`src/rtl/rs_pkg.sv`:
```
// Shared RS(255,239) definitions over GF(2^8): field polynomial, code sizes, generator
// coefficients (also used by the decoder syndrome block) and the encoder state enum.
package rs_pkg;

    localparam logic [7:0] GF_POLY = 8'h1D;
    localparam int         RS_N    = 255;
    localparam int         RS_K    = 239;
    localparam int         RS_2T   = RS_N - RS_K;

    typedef enum logic [1:0] {
        IDLE   = 2'd0,
        DATA   = 2'd1,
        PARITY = 2'd2
    } state_t;

    // Shift-and-add multiply, reducing by x^8+x^4+x^3+x^2+1 on every carry out of bit 7.
    function automatic logic [7:0] gf_mul(input logic [7:0] a, input logic [7:0] b);
        logic [7:0] acc;
        logic [7:0] x;
        acc = 8'h00;
        x   = a;
        for (int i = 0; i < 8; i++) begin
            if (b[i]) acc = acc ^ x;
            x = {x[6:0], 1'b0} ^ (x[7] ? GF_POLY : 8'h00);
        end
        return acc;
    endfunction

    // g(x) = prod_{i=0}^{2T-1} (x + alpha^i), alpha = 0x02; returns g[0..2T-1] packed, g[2T]=1 implied.
    function automatic logic [RS_2T*8-1:0] rs_gen_calc();
        logic [7:0]         g [0:RS_2T];
        logic [7:0]         root;
        logic [RS_2T*8-1:0] flat;
        for (int j = 0; j <= RS_2T; j++) g[j] = 8'h00;
        g[0] = 8'h01;
        root = 8'h01;
        for (int i = 0; i < RS_2T; i++) begin
            for (int j = RS_2T; j > 0; j--) g[j] = g[j-1] ^ gf_mul(g[j], root);
            g[0] = gf_mul(g[0], root);
            root = gf_mul(root, 8'h02);
        end
        flat = '0;
        for (int j = 0; j < RS_2T; j++) flat[j*8 +: 8] = g[j];
        return flat;
    endfunction

    localparam logic [RS_2T*8-1:0] RS_GEN_FLAT = rs_gen_calc();

    localparam logic [7:0] RS_GEN [0:15] = '{
        RS_GEN_FLAT[  7:  0], RS_GEN_FLAT[ 15:  8], RS_GEN_FLAT[ 23: 16], RS_GEN_FLAT[ 31: 24],
        RS_GEN_FLAT[ 39: 32], RS_GEN_FLAT[ 47: 40], RS_GEN_FLAT[ 55: 48], RS_GEN_FLAT[ 63: 56],
        RS_GEN_FLAT[ 71: 64], RS_GEN_FLAT[ 79: 72], RS_GEN_FLAT[ 87: 80], RS_GEN_FLAT[ 95: 88],
        RS_GEN_FLAT[103: 96], RS_GEN_FLAT[111:104], RS_GEN_FLAT[119:112], RS_GEN_FLAT[127:120]
    };

endpackage

```
`src/rtl/gf_const_mult.sv`:
```
// Combinational GF(2^8) multiply by a fixed coefficient; collapses to an XOR network.
module gf_const_mult
    import rs_pkg::*;
#(
    parameter logic [7:0] COEF = 8'h01
) (
    input  logic [7:0] a,
    output logic [7:0] y
);

    assign y = gf_mul(a, COEF);

endmodule

```
`src/rtl/rs_encoder.sv`:
```
// Systematic RS(N,K) encoder: message passes through with one cycle latency, then 2T parity.
// Build option RS_ENC_SHORTEN_EN: an accepted in_eop ends the message early (shortened code).
module rs_encoder
    import rs_pkg::*;
#(
    parameter int N = RS_N,
    parameter int K = RS_K
) (
    input  logic       clk,
    input  logic       reset,
    input  logic       in_valid,
    input  logic       in_sop,
    input  logic       in_eop,
    input  logic [7:0] in_data,
    output logic       in_ready,
    output logic       out_valid,
    output logic       out_sop,
    output logic       out_eop,
    output logic       out_parity,
    output logic [7:0] out_data
);

    localparam int T2 = N - K;

    state_t     state;
    logic       ready;
    logic [7:0] cnt;
    logic [7:0] cnt_next;
    logic [7:0] p    [0:T2-1];
    logic [7:0] prod [0:T2-1];
    logic [7:0] fb;
    logic       take;
    logic       last;

    assign in_ready = ready;
    assign take     = in_valid & ready & (in_sop | (state == DATA));
    assign cnt_next = in_sop ? 8'd1 : cnt + 8'd1;
    // An in_sop symbol always starts from a zero LFSR, which also covers mid-message aborts.
    assign fb       = in_data ^ (in_sop ? 8'h00 : p[T2-1]);

`ifdef RS_ENC_SHORTEN_EN
    assign last = (cnt_next == 8'(K)) || in_eop;
`else
    logic unused_eop;
    assign unused_eop = in_eop;
    assign last = (cnt_next == 8'(K));
`endif

    for (genvar i = 0; i < T2; i++) begin : g_mult
        gf_const_mult #(.COEF(RS_GEN[i])) u_gmul (
            .a (fb),
            .y (prod[i])
        );
    end

    always_ff @(posedge clk or negedge reset) begin
        if (!reset) begin
            state      <= IDLE;
            ready      <= 1'b1;
            cnt        <= 8'd0;
            out_valid  <= 1'b0;
            out_sop    <= 1'b0;
            out_eop    <= 1'b0;
            out_parity <= 1'b0;
            out_data   <= 8'h00;
            for (int i = 0; i < T2; i++) p[i] <= 8'h00;
        end else begin
            out_valid  <= 1'b0;
            out_sop    <= 1'b0;
            out_eop    <= 1'b0;
            out_parity <= 1'b0;
            case (state)
                IDLE, DATA: begin
                    if (take) begin
                        out_valid <= 1'b1;
                        out_sop   <= in_sop;
                        out_data  <= in_data;
                        p[0]      <= prod[0];
                        for (int i = 1; i < T2; i++)
                            p[i] <= (in_sop ? 8'h00 : p[i-1]) ^ prod[i];
                        if (last) begin
                            state <= PARITY;
                            ready <= 1'b0;
                            cnt   <= 8'd0;
                        end else begin
                            state <= DATA;
                            cnt   <= cnt_next;
                        end
                    end
                end
                PARITY: begin
                    // Highest-order remainder symbol leaves first; register shifts up with zero fill.
                    out_valid  <= 1'b1;
                    out_parity <= 1'b1;
                    out_data   <= p[T2-1];
                    p[0]       <= 8'h00;
                    for (int i = 1; i < T2; i++) p[i] <= p[i-1];
                    cnt <= cnt + 8'd1;
                    if (cnt == 8'(T2 - 1)) begin
                        state   <= IDLE;
                        ready   <= 1'b1;
                        out_eop <= 1'b1;
                        cnt     <= 8'd0;
                        for (int i = 0; i < T2; i++) p[i] <= 8'h00;
                    end
                end
                default: begin
                    state <= IDLE;
                    ready <= 1'b1;
                    cnt   <= 8'd0;
                end
            endcase
        end
    end

endmodule

```
`config.mk`:
```
export PLATFORM = sky130hd
export DESIGN_NAME = rs_encoder
export DESIGN_NICKNAME = d
export VERILOG_FILES = /design/src/rtl/rs_pkg.sv /design/src/rtl/gf_const_mult.sv /design/src/rtl/rs_encoder.sv
export SDC_FILE = /design/constraint.sdc
export NUM_CORES = 1
export LEC_CHECK = 0
export ABC_AREA = 1
export CORE_MARGIN = 2
export CORE_UTILIZATION = 59
export DETAILED_ROUTE_END_ITERATION = 10
export PLACE_DENSITY = 0.76
export SETUP_SLACK_MARGIN = 0.1
export SLEW_MARGIN = 0
export SYNTH_ARGS = -nofsm -noshare
export SYNTH_HDL_FRONTEND = slang
export SYNTH_HIERARCHICAL = 1
export SYNTH_SLANG_ARGS = --single-unit
```
`constraint.sdc`:
```
create_clock -name clk -period 9.03 [get_ports clk]
set_input_delay 0.903 -clock clk [delete_from_list [all_inputs] [get_ports clk]]
set_output_delay 0.903 -clock clk [all_outputs]
set_load 0.02 [all_outputs]
```
* After elaboration in Yosys (flattened, before gate mapping)
Cells that the tools add are included.
** Operators by class
- Div/mod/pow operators :: 0
- Equal/unequal tests :: 7
- Multipliers :: 0
- Muxes and demuxes :: 48
- Reductions and logical operators :: 6
- Shifts and indexed selects :: 0
- Add/sub/neg operators :: 1
- Bitwise gates (word level) :: 57
- Order comparisons :: 0
** Operator list (number)
- $xor 8x8->8 :: 52
- $pmux 128 s2 :: 1
- $mux 8 :: 21
- $mux 128 :: 1
- $mux 120 :: 1
- $mux 5 :: 7
- $pmux 8 s2 :: 2
- $xor 8x5->8 :: 2
- $mux 1 :: 9
- $add 8x1->8 const B :: 1
- $eq 8x4->1 const B :: 1
- $eq 8x8->1 const B :: 1
- $mux 2 :: 3
- $ne 2x2->1 const B :: 3
- $pmux 1 s2 :: 2
- $pmux 2 s2 :: 1
- $reduce_and 2->1 :: 2
- $reduce_and 3->1 :: 1
- $and 1x1->1 :: 2
- $eq 2x1->1 const B :: 1
- $eq 2x2->1 const B :: 1
- $logic_not 2->1 :: 1
- $reduce_bool 2->1 :: 1
- $reduce_or 2->1 :: 1
- $or 1x1->1 :: 1
** Storage, ports and cells
- Memory bits (read-only) :: 0
- Memories kept :: 0
- Bits of input ports :: 13
- Flip-flop bits (word level) :: 151
- Bits in latches :: 0
- Word-level logic and storage cells :: 143
- Output and inout bits :: 13
- Bits in writable memories :: 0

* Longest topological paths before layout
Gate-level depths: netlist of run 1.
- Depth in word-level cells :: 20
- Mapped depth :: 22
- Depth with buffers taken out :: 20

* Cells and area by module
Netlist of run 1, hierarchy kept.
** By module, submodules not included
- rs_encoder :: sequential area each 3779.9 um^2, times used 1, area each 8893.5 um^2, cells each 1243
- gf_const_mult at g_mult[0].u_gmul ... :: sequential area each 0.0 um^2, times used 2, area each 506.7 um^2, cells each 108
- gf_const_mult at g_mult[12].u_gmul :: sequential area each 0.0 um^2, times used 1, area each 706.9 um^2, cells each 145
- gf_const_mult at g_mult[4].u_gmul :: sequential area each 0.0 um^2, times used 1, area each 610.6 um^2, cells each 104
- gf_const_mult at g_mult[10].u_gmul :: sequential area each 0.0 um^2, times used 1, area each 534.3 um^2, cells each 100
- gf_const_mult at g_mult[7].u_gmul :: sequential area each 0.0 um^2, times used 1, area each 476.7 um^2, cells each 99
- gf_const_mult at g_mult[13].u_gmul :: sequential area each 0.0 um^2, times used 1, area each 426.7 um^2, cells each 75
- gf_const_mult at g_mult[9].u_gmul :: sequential area each 0.0 um^2, times used 1, area each 415.4 um^2, cells each 71
- gf_const_mult at g_mult[2].u_gmul :: sequential area each 0.0 um^2, times used 1, area each 390.4 um^2, cells each 84
- gf_const_mult at g_mult[3].u_gmul :: sequential area each 0.0 um^2, times used 1, area each 367.9 um^2, cells each 69
- gf_const_mult at g_mult[14].u_gmul :: sequential area each 0.0 um^2, times used 1, area each 355.3 um^2, cells each 66
- gf_const_mult at g_mult[1].u_gmul :: sequential area each 0.0 um^2, times used 1, area each 330.3 um^2, cells each 66
- gf_const_mult at g_mult[5].u_gmul :: sequential area each 0.0 um^2, times used 1, area each 279.0 um^2, cells each 43
- gf_const_mult at g_mult[11].u_gmul :: sequential area each 0.0 um^2, times used 1, area each 260.2 um^2, cells each 45
- +2 rows

* Worst setup path after synthesis of run 1
No wires, ideal clock.
- Path kind :: input-to-reg
- Start :: input in_sop
- End :: register p[47] in the netlist's numbering
- Setup time :: 83 ps
- Cell stages on the path :: 19
- Required time :: 8947 ps
- Data arrival time :: 6038 ps
- Setup slack :: 2909 ps
- Cells stage by stage :: inv_2 -> clkbuf_1 -> buf_1 -> nand2_1 -> xnor2_1 -> inv_1 -> nand2_2 -> nand3_2 -> nand2_4 -> nand2_4 -> nand2_4 -> nand2_1 -> nand3_1 -> nand2_1 -> nand3_1 -> nand2_1 -> o22ai_1 -> nand2_1 -> o21ai_0
** RTL lines
- start, declared :: RTL line rs_encoder.sv:12 : input logic in_sop,
- end signal, assigned by index :: RTL line rs_encoder.sv:80 : p[i] <= (in_sop ? 8'h00 : p[i-1]) ^ prod[i];
- end, declared :: RTL line rs_encoder.sv:29 : logic [7:0] p [0:T2-1];

==> results.json, run 1 <==
{
  "status": "complete, no violations",
  "finalClockSkew_ns": 0.0114,
  "hp-class": "reg2reg",
  "pwr-share-seq_pct": 18.3,
  "drt-total-wl_um": 39100,
  "netSwitchingFraction_pct": 51.8,
  "place_ws_ns": 3.70,
  "worstSkewPairLatency_ns": 0.44,
  "slew_headroom_pct": 28.8,
  "ir_drop_v": 0.000232,
  "cts_buffer_depth": 2,
  "finalMaxSlewViolations": 0,
  "tns_ns": 0,
  "grt_max_degree": 154,
  "grt_pass1_wl_um": 66400,
  "register_area_um2": 3780,
  "numCtsBuffers": 17,
  "crit_path_end_kind": "register",
  "die_area_um2": 27500,
  "cellLeakagePower_nw": 8.97,
  "clock-sinks": 151,
  "drtIter0Drc": 1284,
  "ctsHtreeMaxLevel": 4,
  "tightest_slew_ns": 1.07,
  "seq_area_frac_synth_pct": 24.4,
  "grt_usage_pct": 28.2,
  "die_w_um": 166,
  "setup-violations-final": 0,
  "cts_tree": "built",
  "synth_edf_count": 0,
  "slowest_delay_ns": 0.74,
  "ys_types": 40,
  "top_usage_layer": "met2",
  "timing.rr.start": "cnt[0]$_DFFE_PN0P_",
  "internal_power_mw": 3.16,
  "critPathArrivalTime_ns": 5.22,
  "multi_input_area_um2": 9840,
  "initial_core_util_pct": 59.7,
  "worstSetupStartpoint": "in_sop",
  "fmax_mhz": 202,
  "grt_use_met1_pct": 36.3,
  "ys_async_sr_fraction_pct": 100,
  "p_per_area_nw_per_um2": 403,
  "cp.depth": 17,
  "fin_crit_ns": 4.94,
  "maxCapViolations": 0,
  "detail-route-antenna-nets": 0,
  "drc": 0,
  "antenna_cells": 0,
  "r2r-end": "p[84]$_DFFE_PN0P_",
  "synthCells": 2523,
  "clock_power_share_pct": 11.8,
  "finalCritPeriodShare_pct": 54.7,
  "cts-root-buf": "clkbuf_16",
  "syn-cell-area_um2": 15500,
  "ctsResizeCount": 0,
  "worstPathRequired_ns": 9.31,
  "grt_util_met2_pct": 50.2,
  "viasPerCell": 5.57,
  "io_pins": 26,
  "crit_type": "in2reg",
  "dp_hpwl_um": 24100,
  "n_fill_cell": 2387,
  "synth_flop_cell": "dfrtp_1",
  "syn_nets": 2537,
  "path_cells": "clkdlybuf4s50_1 > inv_6 > nand2_1 > xnor2_2 > buf_4 > xor2_1 > nand2_1 > nand2_2 > nand2_2 > nand2_2 > nand3_1 > nand2_1 > nand3_1 > nand2_1 > o22ai_1 > nand2_1 > o21ai_0",
  "ys_warn_count": 6,
  "synth_seq_cells": 151,
  "crit_path_top_delay_cell": "inv_6",
  "clk_pin_slew_ns": 0.07,
  "worst-path-buf-inv": 3,
  "syn_to_final_growth_pct": 5.15,
  "grt_use_met3_pct": 2.65,
  "hold_viol": 0,
  "r2r_slack_ns": 5.29,
  "crit_top_cell": "nand2_1",
  "rows": 59,
  "critPathCapture": "p[20]$_DFFE_PN0P_",
  "num_vias": 15700,
  "cp-start-kind": "input pin",
  "r2r_cells": 9,
  "drive_gt1_share_pct": 10.5,
  "nets": 2478,
  "post_drt_wl_per_cell_um": 13.9,
  "place.gp.congestion": 0.855,
  "grt_antenna_before_repair": 0,
  "switching_power_mw": 3.40,
  "crit_fanout": 147,
  "worst_slack_ns": 4.09,
  "dr.pass1.iters": 5,
  "grt-ovfl-total": 0,
  "hold_buffers": 0,
  "power_frac_comb_pct": 69.9,
  "cpLargestDelayFamily": "buffers and inverters",
  "port-buffer-count": 24,
  "grt_pass1_vias": 14600,
  "core_um2": 25900,
  "rsz0062_at_grt": "false",
  "post_cts_buffers": 0,
  "avgSynthCellArea_um2": 6.13,
  "die_h_um": 166
}
metal layers:
metal  vias to the layer above  share of wire (%)
met5                         -                  0
met4                         0                1.4
met3                        40                4.6
met2                       398                 49
met1                      7295                 45
li1                       7919                  -
registers in the layout (all words and copies together) (netlist names):
register,flops
out_parity,1
out_valid,1
in_ready,1
p,128
out_eop,1
out_sop,1
out_data,8
cnt,8
state,2
kinds of logic after synthesis:
logic type,Yosys count,synth area share (%)
AOI/OAI and AO/OA,382,13.4
xor gates and xnor gates,169,10.7
adders and majority gates,1,0.0809
buffers and inverters,434,12.4
DFF,151,24.4
and+or+nand+nor,1386,39.0
worst min path at each step:
stage,start,end,slack [ns],depth (start not counted)
4_1_cts,in_ready$_DFFE_PN1P_,in_ready$_DFFE_PN1P_,0.49,2
3_3_place_gp,in_ready$_DFFE_PN1P_,in_ready$_DFFE_PN1P_,0.47,2
6_report,in_ready$_DFFE_PN1P_,in_ready$_DFFE_PN1P_,0.48,2
3_5_place_dp,in_ready$_DFFE_PN1P_,in_ready$_DFFE_PN1P_,0.48,2
5_1_grt,in_ready$_DFFE_PN1P_,in_ready$_DFFE_PN1P_,0.53,2
2_1_floorplan,cnt[6]$_DFFE_PN0P_,cnt[6]$_DFFE_PN0P_,0.47,2
worst min-delay path: cells and delay by family, from the launching register on:
family	cells	cell delay (ns)
compound gates	1	0.06
simple gates	1	0.05
flops	1	0.37
placed cells by master (no fill, tap or decap), types with 2 or more instances in the layout:
cell | synthesis | layout
xnor2_2 | 5 | 13
clkbuf_16 | 0 | 17
clkinvlp_4 | 0 | 4
nor2_1 | 45 | 45
inv_2 | 45 | 44
xor2_1 | 76 | 76
a21oi_1 | 124 | 124
nand2_4 | 13 | 14
o22ai_1 | 111 | 111
inv_6 | 3 | 8
nand3_2 | 11 | 11
clkdlybuf4s50_1 | 0 | 23
bufinv_16 | 0 | 3
xor2_2 | 9 | 9
nand2_2 | 104 | 102
dfrtp_1 | 150 | 150
nand4_1 | 6 | 6
inv_1 | 261 | 260
o21ai_1 | 39 | 39
xnor2_1 | 75 | 67
inv_8 | 1 | 3
a31oi_1 | 8 | 8
inv_4 | 4 | 5
nand3_1 | 274 | 274
nand3b_1 | 8 | 8
nand2_1 | 922 | 922
xnor2_4 | 2 | 2
o21ai_0 | 98 | 98
buf_4 | 16 | 16
stage by stage:
step                      area [µm²]  power [mW]  util, %  cells  hold WS (ns)
after global routing           16300        7.24     62.8   2812         0.532
after floorplan                15500        5.01        -   2523         0.470
after CTS                      16300        6.52     62.8   2812         0.486
after detailed placement       15600        5.72     60.4   2780         0.476
final                          16300        6.55     62.8   2812         0.484
after global placement         15600        5.54     60.4   2780         0.470
cell usage after synthesis, types with 45 or more instances:
| library cell | number | share of area [%] |
|---|---|---|
| inv_2 | 45 | 1.1 |
| xnor2_1 | 75 | 4.2 |
| nand2_1 | 922 | 22 |
| nor2_1 | 45 | 1.1 |
| nand3_1 | 274 | 8.9 |
| xor2_1 | 76 | 4.3 |
| o21ai_0 | 98 | 3.2 |
| nand2_2 | 104 | 4.2 |
| a21oi_1 | 124 | 4.0 |
| dfrtp_1 | 150 | 24 |
| inv_1 | 261 | 6.3 |
| o22ai_1 | 111 | 4.5 |
power groups by stage:
stage	clock network [mW]	registers, mW	logic [mW]
final	0.773	1.20	4.58
after global routing	0.808	1.24	5.19
after CTS	0.781	1.20	4.54
after detailed placement	0	1.21	4.51
after global placement	0	1.18	4.36
after floorplan	0	1.16	3.85
final cells by class:
class                      instances  area share, %
inverter                         315           7.52
timing repair buffer              41           2.35
clock buffer                      17           2.62
tap                              335           2.58
clock inverter                    15           1.18
sequential                       151           23.2
multi-input combinational       1938           60.5
(Power assumes the default switching activity.)
==> inputs of run 2 (changes only) <==
==> constraint.sdc (replaced) <==
create_clock -name clk -period 5.1 [get_ports clk]
set_input_delay 0.51 -clock clk [delete_from_list [all_inputs] [get_ports clk]]
set_output_delay 0.51 -clock clk [all_outputs]
set_load 0.02 [all_outputs]
==> run 2 against run 1 <==
Compared with the run above:
- cell area up 2.1%
- non-clock buffer count up 25
- cell count up 0.85%
- worst hold slack worse by 0.40 ns
- clock power up 75%
- sequential power up 78%
- first-iteration DRC count up 0.23%
- via count up 1.9%
- count of clock-buffer cells in the layout up 1
- worst setup slack worse by 2.6 ns
- combinational power up 82%
- critical path type unchanged
- highest routed layer unchanged
==> results.json, run 2 (synthesis gave the netlist of run 1 again) <==
{
  "instances_no_fill": 2836,
  "largest_reg_flops": 128,
  "path_cells": "clkdlybuf4s50_1 > inv_6 > nand2_1 > xnor2_4 > buf_12 > nand2_1 > nand3_1 > nand3_1 > nand2_1 > nand2_1 > nand3_1 > nand2_1 > nand3_1 > nand2_1 > o22ai_1 > nand2_1 > o21ai_1",
  "multi_input_area_um2": 9930,
  "grt_max_degree": 166,
  "maxCapViolations": 0,
  "grt_usage_pct": 29.2,
  "timing.rr.start": "p[7]$_DFFE_PN0P_",
  "hold_buffers": 0,
  "rows": 59,
  "register_area_um2": 3780,
  "fin_util_pct": 64.1,
  "finalCritPeriodShare_pct": 70.7,
  "n_fill_cell": 2386,
  "worst-path-buf-inv": 3,
  "drc": 0,
  "fmax_mhz": 277,
  "ir_drop_v": 0.000326,
  "drtIter0Drc": 1287,
  "cts_buffer_depth": 2,
  "crit_path_top_delay_cell": "xnor2_4",
  "r2r-end": "p[45]$_DFFE_PN0P_",
  "cellLeakagePower_nw": 9.13,
  "grt-ovfl-total": 0,
  "dp_hpwl_um": 26500,
  "cts_tree": "built",
  "setup-violations-final": 0,
  "slowest_delay_ns": 0.60,
  "finalMaxSlewViolations": 0,
  "io_pins": 26,
  "drive_gt1_share_pct": 11.4,
  "tns_ns": 0,
  "clk_pin_slew_ns": 0.07,
  "worstSetupStartpoint": "in_sop",
  "tightest_slew_ns": 0.948,
  "post_cts_buffers": 0,
  "drt-total-wl_um": 40100,
  "place.gp.congestion": 0.863,
  "clock-sinks": 151,
  "nets": 2503,
  "cp.depth": 17,
  "die_h_um": 166,
  "syn_to_final_growth_pct": 7.39,
  "r2r_cells": 15,
  "cts-root-buf": "clkbuf_16",
  "die_w_um": 166,
  "die_area_um2": 27500,
  "grt_antenna_before_repair": 0,
  "p_per_area_nw_per_um2": 712,
  "grt_pass1_vias": 15000,
  "num_vias": 16000,
  "fin_crit_ns": 3.61,
  "initial_core_util_pct": 59.7,
  "crit_path_end_kind": "register",
  "top_register": "p",
  "slew_headroom_pct": 36.8,
  "placed_area_um2": 16000,
  "biggestRegsByFlops": "p x128, cnt x8, out_data x8",
  "port-buffer-count": 24,
  "rsz0062_at_grt": "false",
  "numCtsBuffers": 17,
  "final_cell_mix": "nand2_1 (922), nand3_1 (274), inv_1 (260), dfrtp_1 (150), a21oi_1 (124)",
  "ctsResizeCount": 0,
  "crit_type": "in2reg",
  "ctsHtreeMaxLevel": 4,
  "r2r_slack_ns": 2.13,
  "stdcell_area_um2": 16600,
  "worstPathRequired_ns": 5.44,
  "final_common_cell": "nand2_1",
  "cpLargestDelayFamily": "simple AND/OR/NAND/NOR gates",
  "post_drt_wl_per_cell_um": 14.1,
  "status": "complete, no violations",
  "worstSkewPairLatency_ns": 0.44,
  "critPathArrivalTime_ns": 3.95,
  "hp-class": "in2async",
  "detail-route-antenna-nets": 0,
  "hold_viol": 0,
  "core_um2": 25900,
  "grt_pass1_wl_um": 68800,
  "crit_top_cell": "nand2_1",
  "viasPerCell": 5.62,
  "cp-start-kind": "input pin",
  "critPathCapture": "p[45]$_DFFE_PN0P_",
  "dr.pass1.iters": 7,
  "dp_cells": 2805,
  "antenna_cells": 0,
  "finalClockSkew_ns": 0.0143,
  "crit_fanout": 54
}
## run 2: final cells by class
cell class              instances  area share (%)
multi-input cells            1938            59.8
flip-flops and latches        151            22.8
inverters                     315            7.36
repair buffers                 66            3.88
clock buffers                  18            2.64
well taps                     335            2.52
clock inverters                13            1.02
## run 2: report_power, final
group          internal [mW]  switching [mW]
clock                  0.788           0.566
sequential              1.73           0.402
combinational           3.20            5.15
## run 2: worst min-delay path by stage
stage | cells past startpoint | slack (ns) | to
floorplan | 0 | 0.21 | cnt[0]$_DFFE_PN0P_
global route | 1 | 0.13 | p[87]$_DFFE_PN0P_
CTS | 1 | 0.10 | p[87]$_DFFE_PN0P_
global placement | 2 | 0.47 | in_ready$_DFFE_PN1P_
finish | 1 | 0.08 | p[87]$_DFFE_PN0P_
detailed placement | 2 | 0.48 | in_ready$_DFFE_PN1P_
## run 2: stage by stage
step	setup slack [ns]	total power, mW	hold WS (ns)
4_1_cts	1.53	11.7	0.102
6_report	1.49	11.8	0.0800
3_5_place_dp	1.08	10.3	0.483
3_3_place_gp	1.13	9.99	0.473
5_1_grt	1.15	13.0	0.131
2_1_floorplan	0.678	8.80	0.214
## run 2: per-layer routing
layer  up-vias  GRT usage, %  wire length (µm)
met3        50          3.36              1930
met4         0          8.47               646
met1      7479          38.0             18100
li1       7982             -                 -
met5         -             0                 0
met2       440          51.4             19400
